==> config.mk <==
export PLATFORM = sky130hd
export DESIGN_NAME = voxel_addr_pipe
export DESIGN_NICKNAME = d
export VERILOG_FILES = /design/src/rtl/voxel_addr_pipe.sv
export SDC_FILE = /design/constraint.sdc
export NUM_CORES = 1
export LEC_CHECK = 0
export BUFFER_PORTS_ARGS = -buffer_cell sky130_fd_sc_hd__buf_2
export CELL_PAD_IN_SITES_DETAIL_PLACEMENT = 0
export CELL_PAD_IN_SITES_GLOBAL_PLACEMENT = 1
export CORE_AREA = 2 2 98 100
export DETAILED_ROUTE_END_ITERATION = 7
export DIE_AREA = 0 0 100 102
export GPL_TIMING_DRIVEN = 1
export HOLD_SLACK_MARGIN = 0.12
export PLACE_DENSITY = 0.85
export SETUP_SLACK_MARGIN = 0.4
export SLEW_MARGIN = 20
export SYNTH_ARGS = -nofsm -noshare
export SYNTH_HDL_FRONTEND = slang
export SYNTH_SLANG_ARGS = --single-unit
export TNS_END_PERCENT = 1
==> constraint.sdc <==
create_clock -name clk -period 3.6 [get_ports clk]
set_clock_uncertainty 0.2 [all_clocks]
set_input_delay 0.36 -clock clk [delete_from_list [all_inputs] [get_ports clk]]
set_output_delay 0.36 -clock clk [all_outputs]
set_load 0.02 [all_outputs]
==> src/rtl/voxel_addr_pipe.sv <==
// voxel_addr_pipe: two-stage voxel coordinate to scene-memory address pipeline.
// Stage 1 captures the coordinates and flags out-of-grid values. Stage 2 builds
// the linear index for the transaction's own mapping mode and adds its base.
// Optional feature macro: VOXEL_ADDR_MORTON_EN enables the Morton interleave for
// mode 2. When the macro is undefined, mode 2 maps the same way as ZYX.
module voxel_addr_pipe #(
  parameter int X_BITS = 5,
  parameter int Y_BITS = 5,
  parameter int Z_BITS = 5,
  parameter int ADDR_W = 16,
  parameter int CNT_W  = 16
) (
  input  logic                clk,
  input  logic                rst_n,
  input  logic                in_valid,
  output logic                in_ready,
  input  logic [X_BITS:0]     in_x,
  input  logic [Y_BITS:0]     in_y,
  input  logic [Z_BITS:0]     in_z,
  input  logic [1:0]          in_mode,
  input  logic [ADDR_W-1:0]   in_base,
  input  logic                in_last,
  output logic                out_valid,
  input  logic                out_ready,
  output logic [ADDR_W-1:0]   out_addr,
  output logic                out_oob,
  output logic                out_last,
  output logic [CNT_W-1:0]    oob_count,
  input  logic                oob_clear
);

  localparam int IDX_W = X_BITS + Y_BITS + Z_BITS;

  // Reject parameter sets the address arithmetic cannot represent.
  if (X_BITS < 1 || X_BITS > 16 || Y_BITS < 1 || Y_BITS > 16 ||
      Z_BITS < 1 || Z_BITS > 16) begin : gBadCoordW
    $error("voxel_addr_pipe: coordinate widths must be within 1..16");
  end
  if (ADDR_W < IDX_W || ADDR_W > 32) begin : gBadAddrW
    $error("voxel_addr_pipe: ADDR_W must be >= X_BITS+Y_BITS+Z_BITS and <= 32");
  end
`ifdef VOXEL_ADDR_MORTON_EN
  if (X_BITS != Y_BITS || X_BITS != Z_BITS) begin : gBadMorton
    $error("voxel_addr_pipe: Morton interleave needs X_BITS == Y_BITS == Z_BITS");
  end
`endif

  // Stage 1 registers
  logic                s1Valid_q;
  logic [X_BITS-1:0]   s1X_q;
  logic [Y_BITS-1:0]   s1Y_q;
  logic [Z_BITS-1:0]   s1Z_q;
  logic [1:0]          s1Mode_q;
  logic [ADDR_W-1:0]   s1Base_q;
  logic                s1Last_q;
  logic                s1Oob_q;

  // Stage 2 registers
  logic                s2Valid_q;
  logic [ADDR_W-1:0]   s2Addr_q;
  logic [ADDR_W-1:0]   s2Addr_d;
  logic                s2Oob_q;
  logic                s2Last_q;

  logic [CNT_W-1:0]    oobCount_q;
  logic [CNT_W-1:0]    oobCount_d;

  logic                s2Advance;
  logic                accept;
  logic                inOob;
  logic [IDX_W-1:0]    mappedIdx;
  logic [ADDR_W-1:0]   idxExt;

  assign s2Advance = !s2Valid_q || out_ready;
  assign in_ready  = !s1Valid_q || s2Advance;
  assign accept    = in_valid && in_ready;
  assign inOob     = in_x[X_BITS] | in_y[Y_BITS] | in_z[Z_BITS];

`ifdef VOXEL_ADDR_MORTON_EN
  logic [IDX_W-1:0] mortonIdx;

  // Interleave coordinate bit i into index bits 3i (x), 3i+1 (y), 3i+2 (z).
  always_comb begin
    mortonIdx = '0;
    for (int i = 0; i < X_BITS; i++) begin
      mortonIdx[3*i]     = s1X_q[i];
      mortonIdx[3*i + 1] = s1Y_q[i];
      mortonIdx[3*i + 2] = s1Z_q[i];
    end
  end
`endif

  // Select the linear index for the mode captured with this transaction.
  always_comb begin
    mappedIdx = {s1Z_q, s1Y_q, s1X_q};
    case (s1Mode_q)
      2'd1:    mappedIdx = {s1X_q, s1Y_q, s1Z_q};
`ifdef VOXEL_ADDR_MORTON_EN
      2'd2:    mappedIdx = mortonIdx;
`endif
      default: mappedIdx = {s1Z_q, s1Y_q, s1X_q};
    endcase
  end

  // Zero-extend the index and add the base; the carry out is simply dropped.
  always_comb begin
    idxExt              = '0;
    idxExt[IDX_W-1:0]   = mappedIdx;
    s2Addr_d            = idxExt + s1Base_q;
  end

  // Saturating OOB counter; a clear wins over a same-cycle increment.
  always_comb begin
    oobCount_d = oobCount_q;
    if (oob_clear) begin
      oobCount_d = '0;
    end else if (accept && inOob && (oobCount_q != {CNT_W{1'b1}})) begin
      oobCount_d = oobCount_q + CNT_W'(1);
    end
  end

  // Stage 1 captures on accept and empties when its entry moves to stage 2.
  always_ff @(posedge clk or negedge rst_n) begin
    if (!rst_n) begin
      s1Valid_q <= 1'b0;
      s1X_q     <= '0;
      s1Y_q     <= '0;
      s1Z_q     <= '0;
      s1Mode_q  <= '0;
      s1Base_q  <= '0;
      s1Last_q  <= 1'b0;
      s1Oob_q   <= 1'b0;
    end else if (accept) begin
      s1Valid_q <= 1'b1;
      s1X_q     <= in_x[X_BITS-1:0];
      s1Y_q     <= in_y[Y_BITS-1:0];
      s1Z_q     <= in_z[Z_BITS-1:0];
      s1Mode_q  <= in_mode;
      s1Base_q  <= in_base;
      s1Last_q  <= in_last;
      s1Oob_q   <= inOob;
    end else if (s2Advance) begin
      s1Valid_q <= 1'b0;
    end
  end

  // Stage 2 loads from stage 1 whenever it advances and holds while stalled.
  always_ff @(posedge clk or negedge rst_n) begin
    if (!rst_n) begin
      s2Valid_q <= 1'b0;
      s2Addr_q  <= '0;
      s2Oob_q   <= 1'b0;
      s2Last_q  <= 1'b0;
    end else if (s2Advance) begin
      s2Valid_q <= s1Valid_q;
      if (s1Valid_q) begin
        s2Addr_q <= s2Addr_d;
        s2Oob_q  <= s1Oob_q;
        s2Last_q <= s1Last_q;
      end
    end
  end

  // OOB event counter register.
  always_ff @(posedge clk or negedge rst_n) begin
    if (!rst_n) begin
      oobCount_q <= '0;
    end else begin
      oobCount_q <= oobCount_d;
    end
  end

  assign out_valid = s2Valid_q;
  assign out_addr  = s2Addr_q;
  assign out_oob   = s2Oob_q;
  assign out_last  = s2Last_q;
  assign oob_count = oobCount_q;

endmodule

Word-level counts from Yosys, hierarchy flattened
Index checks and enable logic that the tools add are counted.
Storage, ports and cells
  output and inout port bits: 36
  logic and storage cells: 34
  input port bits: 42
  bits in registers: 71
Operators by class
  multiplexer cells: 5
  $add $sub $neg: 2
  eq/ne operators: 2
  bitwise operators: 2
  reduce and logical (&&, ||, !) cells: 10
Operator list (count)
  2-to-1 mux 16 bit: 2
  adder 15 x 16 -> 16 bit: 1
  adder 16 x 1 -> 16 bit (second input constant): 1
  inequality test 16 bit (second input constant): 1
  2-to-1 mux 15 bit: 1
  nonzero test 2 bit: 2
  logical AND 1 bit: 3
  equality test 2 x 1 -> 1 bit (second input constant): 1
  zero test 1 bit: 2
  logical OR 1 bit: 2
  2-to-1 mux 1 bit: 2
  bitwise OR 1 bit: 2
  AND reduction 2 bit: 1

Logic depth before layout (Yosys ltp)
Gate-level depths: netlist of run 1.
  word-level depth: 8
  gate-level depth with buffers: 11
  gate-level depth less buffers: 10

Worst setup path after synthesis of run 1
No wires, ideal clock.
  path type: register -> register
  from: reg s1Mode_q[1]
  to: reg s2Addr_q[12] (netlist: out_addr[12])
  clock period less this slack: 2773 ps
  library setup time: 131 ps
  cell stages (with the launch flop): 12
  arrival: 2442 ps
  setup slack: 827 ps
  data required time: 3269 ps
  path through: dfrtp_1 -> nand2b_1 -> clkbuf_1 -> nand2_1 -> nand2_1 -> ha_1 -> fa_1 -> a211oi_2 -> o21ai_2 -> a21boi_2 -> nor4_1 -> or3_1
On the way
  cells in the longest elaborated chain, start to end: 3
Ends and longest elaborated chain
  from (decl): line 53  | logic [1:0] s1Mode_q;
  from (signal assigned): line 138  | s1Mode_q <= in_mode;
  equality test 2 x 1 -> 1 bit: line 96  | case (s1Mode_q)
  2-to-1 mux 15 bit: line 96
  adder 15 x 16 -> 16 bit: line 109  | s2Addr_d = idxExt + s1Base_q;
  to (signal assigned): line 157  | s2Addr_q <= s2Addr_d;
  to (decl): line 60  | logic [ADDR_W-1:0] s2Addr_q;
No other way between the ends.
A chain may end at the register's enable or synchronous reset.

Worst setup path after layout of run 1
  from: reg s1Mode_q[0]
  to: reg s2Addr_q[14] (netlist: out_addr[14])
Same word-level chain as after synthesis.

==> summary.md, run 1 <==
| Metric | Value |
|---|---|
| Initial Utilization | `between 40 and 50%` |
| Worst Reg-to-Reg Cells | `9` |
| Sequential-to-total area share from yosys stat | `between 40% and 50%` |
| Final Cell Area | `slightly below 5000 um2` |
| Layout cells sized above 1 | `30.99%` |
| Hold_buf cts | `36` |
| Max_cap viols | `0` |
| Footprint of the multi-input gates | `a little over 2000 um2` |
| DRC errors left | `0` |
| Post-Syn Area | `a little under 4000 um2` |
| # rows | `35` |
| Vias per Instance | `roughly 5.4` |
| Peak VDD IR | `0.2882 mV` |
| Final WL | `slightly above 9000 um` |
| M1 GR Usage | `approximately 26%` |
| Slew headroom | `just over 60%` |
| Syn nets | `422` |
| Largest net degree at the start of global routing | `37` |
| 1st-iter DRT viols | `approximately 150` |
| Crit path DAT | `3.01 ns` |
| 1st-pass router iterations | `4` |
| Post-CTS repair timing setup buffer count | `0` |
| Clk buf depth | `2` |
| Clock slew seen by the registers of the worst setup and hold paths | `approximately 0.07 ns` |
| Antenna diode count | `0` |
| Drt wl/cell | `roughly 15 um` |
| Worst path slowest cell | `nor2b_1` |
| Gr busiest metal | `met2` |
| Sink Count | `71` |
| Global Route Usage Sum | `between 10% and 20%` |
| Warnings, synthesis | `0` |
| Fill cells | `around 800` |
| Cell family with most CP delay | `simple AND/OR/NAND/NOR gates` |
| Worst setup EP type | `register` |
| Synth top area share | `45.85%` |
| Worst skew pair latency | `between 0.3 and 0.4 ns` |
| Count leader, synth | `dfrtp_1` |
| Io pins | `around 80` |
| Count of final setup violators | `0` |
| Post-DP HPWL | `between 6000 and 7000 um` |
| Fmax | `roughly 340 MHz` |
| Sequential cell area | `about 1800 um2` |
| Non-Filler Instances | `about 600` |
| Top cells by area, synth | `dfrtp_1, mux2_2, nand2_1` |
| Initial antenna violation count | `0` |
| P_leak | `between 2 and 2.5 nW` |
| GR Util met3 | `under 10%` |
| Via count of the first global-routing pass | `around 3,100` |
| TritonCTS clock tree | `yes` |
| Core Area | `roughly 9000 um2` |
| GR Util met2 | `a little under a third` |
| CP most frequent cell | `nand2_1` |
| Chip Height | `roughly 100 um` |
| Post-route ant nets | `0` |
| Ys flop type | `dfrtp_1` |
| Max-slew violation count | `0` |
| Crit path kind | `register to register` |
| Via count | `3,196` |
| CP Launch Type | `register` |
| Final core utilization | `54.38%` |
| Worst Tran Pin Value | `0.5929 ns` |
| Crit share post-route | `between 80% and 90%` |
| Slowest stage delay, CP | `~0.51 ns` |
| Hold crit path type | `input pin to register` |
| Status | `finished clean` |
| Maximum fanout along the worst path | `10` |
| Port Buf Inserts | `77` |
| #FFs+latches synth | `between 70 and 80` |
| Cells after synthesis | `between 300 and 400` |
| Distinct cells, synth | `60` |
| First-pass GRT wire length | `approximately 15,000 um` |
| Area after DPL | `approximately 4400 um2` |
| Post-layout nets | `538` |
| Gates resized, CTS repair | `0` |
| Post-route minimum period | `~3 ns` |
| Pwr Density | `approximately 560 nW/um2` |
| RSZ-0062 raised after global routing | `false` |
| Fin. Hold Viols | `0` |
| Fraction of registers with async set/reset | `100.0%` |
| CP Cell Sequence | `nor2b_1 -> nand2_1 -> nand2_1 -> ha_1 -> and2_4 -> and3_2 -> a221oi_1 -> mux2_2 -> a221o_1` |
| Overflow after GRT | `0` |
| WP data required | `3.63 ns` |
| Root Driver | `clkbuf_8` |
| Synth cell count leaders | `dfrtp_1, nand2_1, mux2_2` |
| Area delta synth->final | `27.83%` |
| Hold Path Depth | `3` |
| Cts bufs inserted | `9` |
| Post-synth EDFFs | `0` |
| Yosys top cell by area | `dfrtp_1` |
| Die ar. | `10,200 um2` |
| Placed insts | `543` |
| Chip Width | `about 100 um` |
| Setup TNS | `0 ns` |
| H-tree depth | `3` |
| Synthesized area per cell | `around 11 um2` |
| Placer congestion estimate | `0.8972` |
| Buf/Inv on CP | `0` |
| WP depth | `9` |
cells by family (layout without fill, tap and decap cells):
kind of cell    Yosys count  after routing  share of synthesized area, %
simple gates            123            123                         16.37
xor+xnor                 15             15                         3.390
mux                      40             40                         11.59
buf+inv                  17            138                         2.002
fa+ha+maj                17             17                         5.683
flops                    71             71                         45.85
compound gates           80             80                         15.11
where the power goes:
| part | total [W] | leakage, nW | internal [W] | switching (W) |
|---|---|---|---|---|
| registers | 0.00104 | 0.869 | 0.000950 | 0.0000927 |
| clock network | 0.000716 | 0.110 | 0.000409 | 0.000307 |
| logic | 0.00100 | 1.41 | 0.000427 | 0.000574 |
routing by layer:
layer	vias to the layer above	share of wire [%]
li1	1569	-
met1	1537	47
met2	74	47
met3	16	3.1
met4	0	2.2
met5	-	0
layout make-up:
class | instances | area share [%]
multi-input cells | 275 | 40.79
flip-flops and latches | 71 | 35.87
repair buffers | 117 | 15.66
clock buffers | 11 | 2.854
well taps | 111 | 2.804
clock inverters | 5 | 1.642
inverters | 5 | 0.3789
sequential cells by signal (all words and copies together) (netlist names):
name	cells
oob_count	16
s1Mode_q	2
s1Valid_q	1
s1Oob_q	1
s1Last_q	1
s1Y_q	5
s1Base_q	16
s1X_q	5
out_addr	16
out_oob	1
out_last	1
s1Z_q	5
out_valid	1
worst paths after layout:
| check | from | endpoint | slack [ns] |
|---|---|---|---|
| setup / recovery | s1Mode_q[0]$_DFFE_PN0P_ | out_addr[14]$_DFFE_PN0P_ | 0.62 |
| hold / removal | out_ready | out_valid$_DFFE_PN0P_ | 0.16 |
| setup reg to reg | s1Mode_q[0]$_DFFE_PN0P_ | out_addr[14]$_DFFE_PN0P_ | 0.62 |
| hold reg to reg | out_addr[8]$_DFFE_PN0P_ | out_addr[8]$_DFFE_PN0P_ | 0.28 |
| max in group asynchronous | rst_n | out_addr[15]$_DFFE_PN0P_ | 2.23 |
| min in group asynchronous | rst_n | oob_count[3]$_DFFE_PN0P_ | 0.21 |
placed cells by master (no fill, tap or decap), drive strengths merged, types with 2 or more instances in the layout:
cell type    count
nand4            3
a21o            11
o211ai           7
dlygate4sd3     36
mux2            39
nor2            19
and2             2
bufinv           2
ha              16
clkinv           2
nand2           56
clkbuf          11
nor2b            3
xor2            10
a221o            2
a211o            2
a211oi           5
nand2b           5
o21ai           14
a21oi           12
and4             3
o21bai           4
nor4             2
nand3            9
buf             81
dfrtp           71
inv              5
xnor2            5
a31oi            2
o2111ai          3
and3             7
and4b            2
o31ai            6
nand3b           3
or3              4
stage by stage:
stage	hold WS [ns]	worst slack, ns	power (W)
floorplan	-0.1356	0.8265	0.001730
global placement	0.05697	0.7164	0.002010
detailed placement	0.05429	0.6480	0.002023
CTS	0.1486	0.6316	0.002778
global route	0.1674	0.4232	0.002933
finish	0.1611	0.6187	0.002760
worst min-delay path, stage by stage:
cell	delay [ns]
buf_2	0.08
nand2b_1	0.15
nand2b_1	0.07
(Power assumes the default switching activity.)
==> run 2: changes to the inputs <==
clock period = 3.1 ns   (was 3.6 ns; I/O delays follow)
==> summary.md, run 2 (same netlist as run 1, synthesis figures left out) <==
| Metric | Value |
|---|---|
| Status | `finished clean` |
| Peak VDD IR | `0.2388 mV (-17%)` |
| Slew headroom | `41.27% (-19 points)` |
| First-pass GRT wire length | `16,030 um (+5.9%)` |
| Cts bufs inserted | `9 (unchanged)` |
| Overflow after GRT | `0 (unchanged)` |
| Root Driver | `clkbuf_8` |
| Largest net degree at the start of global routing | `37 (unchanged)` |
| Max-slew violation count | `0 (unchanged)` |
| Clk buf depth | `2 (unchanged)` |
| Post-route ant nets | `0 (unchanged)` |
| Placed insts | `543 (unchanged)` |
| Post-layout nets | `548 (+1.9%)` |
| Antenna diode count | `0 (unchanged)` |
| WP data required | `3.13 ns (-0.50 ns)` |
| Port Buf Inserts | `77 (unchanged)` |
| Count of final setup violators | `0 (unchanged)` |
| Fin. Hold Viols | `0 (unchanged)` |
| Total power | `0.003307 W (+20%)` |
| R2R setup slack | `0.47 ns (-0.15 ns)` |
| Setup WS post-layout | `0.4674 ns (-0.1513 ns)` |
| Hold crit path type | `register to register` |
| Crit path kind | `register to register` |
| Drt wl/cell | `16.29 um (+5.3%)` |
| Area after DPL | `4385 um2 (+0.34%)` |
| Final Cell Area | `5136 um2 (+3.7%)` |
| Worst skew pair latency | `0.34 ns (about the same)` |
| # rows | `35 (unchanged)` |
| Via count | `3,302 (+3.3%)` |
| Via count of the first global-routing pass | `3,260 (+5.4%)` |
| TritonCTS clock tree | `yes` |
| Maximum fanout along the worst path | `5 (-5)` |
| Fmax | `379.9 MHz (+13%)` |
| Initial antenna violation count | `0 (unchanged)` |
| Setup TNS | `0 ns (unchanged)` |
| Global Route Usage Sum | `20.11% (+1.1 points)` |
| Commonest cells after routing, fill and taps aside | `buf_2, dfrtp_1, nand2_1` |
| Crit share post-route | `84.92% (+2.1 points)` |
| Post-DP HPWL | `6821 um (+1.7%)` |
| Sequential cell area | `1777 um2 (unchanged)` |
| Footprint of the multi-input gates | `2117 um2 (+4.8%)` |
| Max_cap viols | `0 (unchanged)` |
| RSZ-0062 raised after global routing | `true` |
| Crit path DAT | `2.66 ns (-0.35 ns)` |
| Post-route minimum period | `2.633 ns (-0.3487 ns)` |
| Worst Tran Pin Value | `0.8809 ns (+0.2880 ns)` |
| Most common cell after layout, fill and taps aside | `buf_2` |
| Final WL | `9855 um (+7.1%)` |
| Chip Height | `102 um (unchanged)` |
| Initial Utilization | `42.54% (unchanged)` |
| Vias per Instance | `5.458 (+1.6%)` |
| Worst setup EP type | `register` |
| Sink Count | `71 (unchanged)` |
| P_leak | `2.437 nW (+2.1%)` |
| Core Area | `9109 um2 (unchanged)` |
| H-tree depth | `3 (unchanged)` |
| 1st-pass router iterations | `6 (+2)` |
| DRC errors left | `0 (unchanged)` |
| Non-Filler Instances | `605 (+1.7%)` |
| Clock slew seen by the registers of the worst setup and hold paths | `0.08 ns (about the same)` |
| Die ar. | `10,200 um2 (unchanged)` |
| Chip Width | `100 um (unchanged)` |
| Area delta synth->final | `32.55%` |
| Io pins | `78 (unchanged)` |
| Placer congestion estimate | `0.8137 (-9.3%)` |
| 1st-iter DRT viols | `171 (+17%)` |
| Setup WS pre-CTS | `0.2169 ns (-0.4311 ns)` |
| Layout cells sized above 1 | `34.21% (+3.2 points)` |
| CP Launch Type | `register` |
| Fill cells | `791 (-0.63%)` |
| Pwr Density | `643.9 nW/um2 (+16%)` |
-- run 2: layer usage --
metal  routed length (um)  track usage (%)
met5                    0                0
met4                  156            7.271
met3                  451            4.241
met2                 4805            33.89
met1                 4442            25.82
-- run 2: power by group --
part	internal (W)	switching (W)	total, W
Sequential	0.00110	0.000119	0.00122
Clock	0.000454	0.000355	0.000808
Combinational	0.000570	0.000706	0.00128
-- run 2: worst max-delay path, cell delays in order (launching register included) --
cell and delay (ns):
dfrtp_1 0.40, nor2b_4 0.14, buf_6 0.13, nand2_2 0.06
nand2_2 0.06, ha_4 0.16, fa_2 0.38, a211oi_4 0.27
o21ai_2 0.13, a21boi_2 0.19, nor4_1 0.06, or3_1 0.35
-- run 2: metrics by stage --
step                      util (%)  hold slack, ns
final                        56.39          0.2754
after global routing         56.39          0.3054
after global placement       48.15          0.2561
after detailed placement     48.15          0.2658
after CTS                    55.82          0.2824
after floorplan                  -         -0.1856
-- run 2: path summary, 6_finish.rpt --
| path | startpoint | endpoint | cells past startpoint |
|---|---|---|---|
| worst max register to register | s1Mode_q[0]$_DFFE_PN0P_ | out_addr[12]$_DFFE_PN0P_ | 11 |
| worst max-delay path | s1Mode_q[0]$_DFFE_PN0P_ | out_addr[12]$_DFFE_PN0P_ | 11 |
| min in group asynchronous | rst_n | out_addr[0]$_DFFE_PN0P_ | 2 |
| worst min-delay path | out_addr[10]$_DFFE_PN0P_ | out_addr[10]$_DFFE_PN0P_ | 2 |
| max in group asynchronous | rst_n | s1Base_q[14]$_DFFE_PN0P_ | 3 |
| worst min register to register | out_addr[10]$_DFFE_PN0P_ | out_addr[10]$_DFFE_PN0P_ | 2 |
-- run 2: timing repair --
action | 4_1_cts | 5_1_grt
endpoints found under the hold margin | 76 | 0
resized for setup | 14 | 10
gates cloned | 1 | 1
buffers inserted | 5 | 0
setup endpoints to repair | 5 | 7
pin swaps | 6 | 11
hold buffers | 39 | 0
-- run 2: area by class of cell --
type / instances / area share (%)
clock inverter: 5 / 1.608
clock buffer: 11 / 2.558
timing repair buffer: 126 / 16.95
tap: 111 / 2.704
sequential: 71 / 34.59
multi-input combinational: 276 / 41.22
inverter: 5 / 0.3654
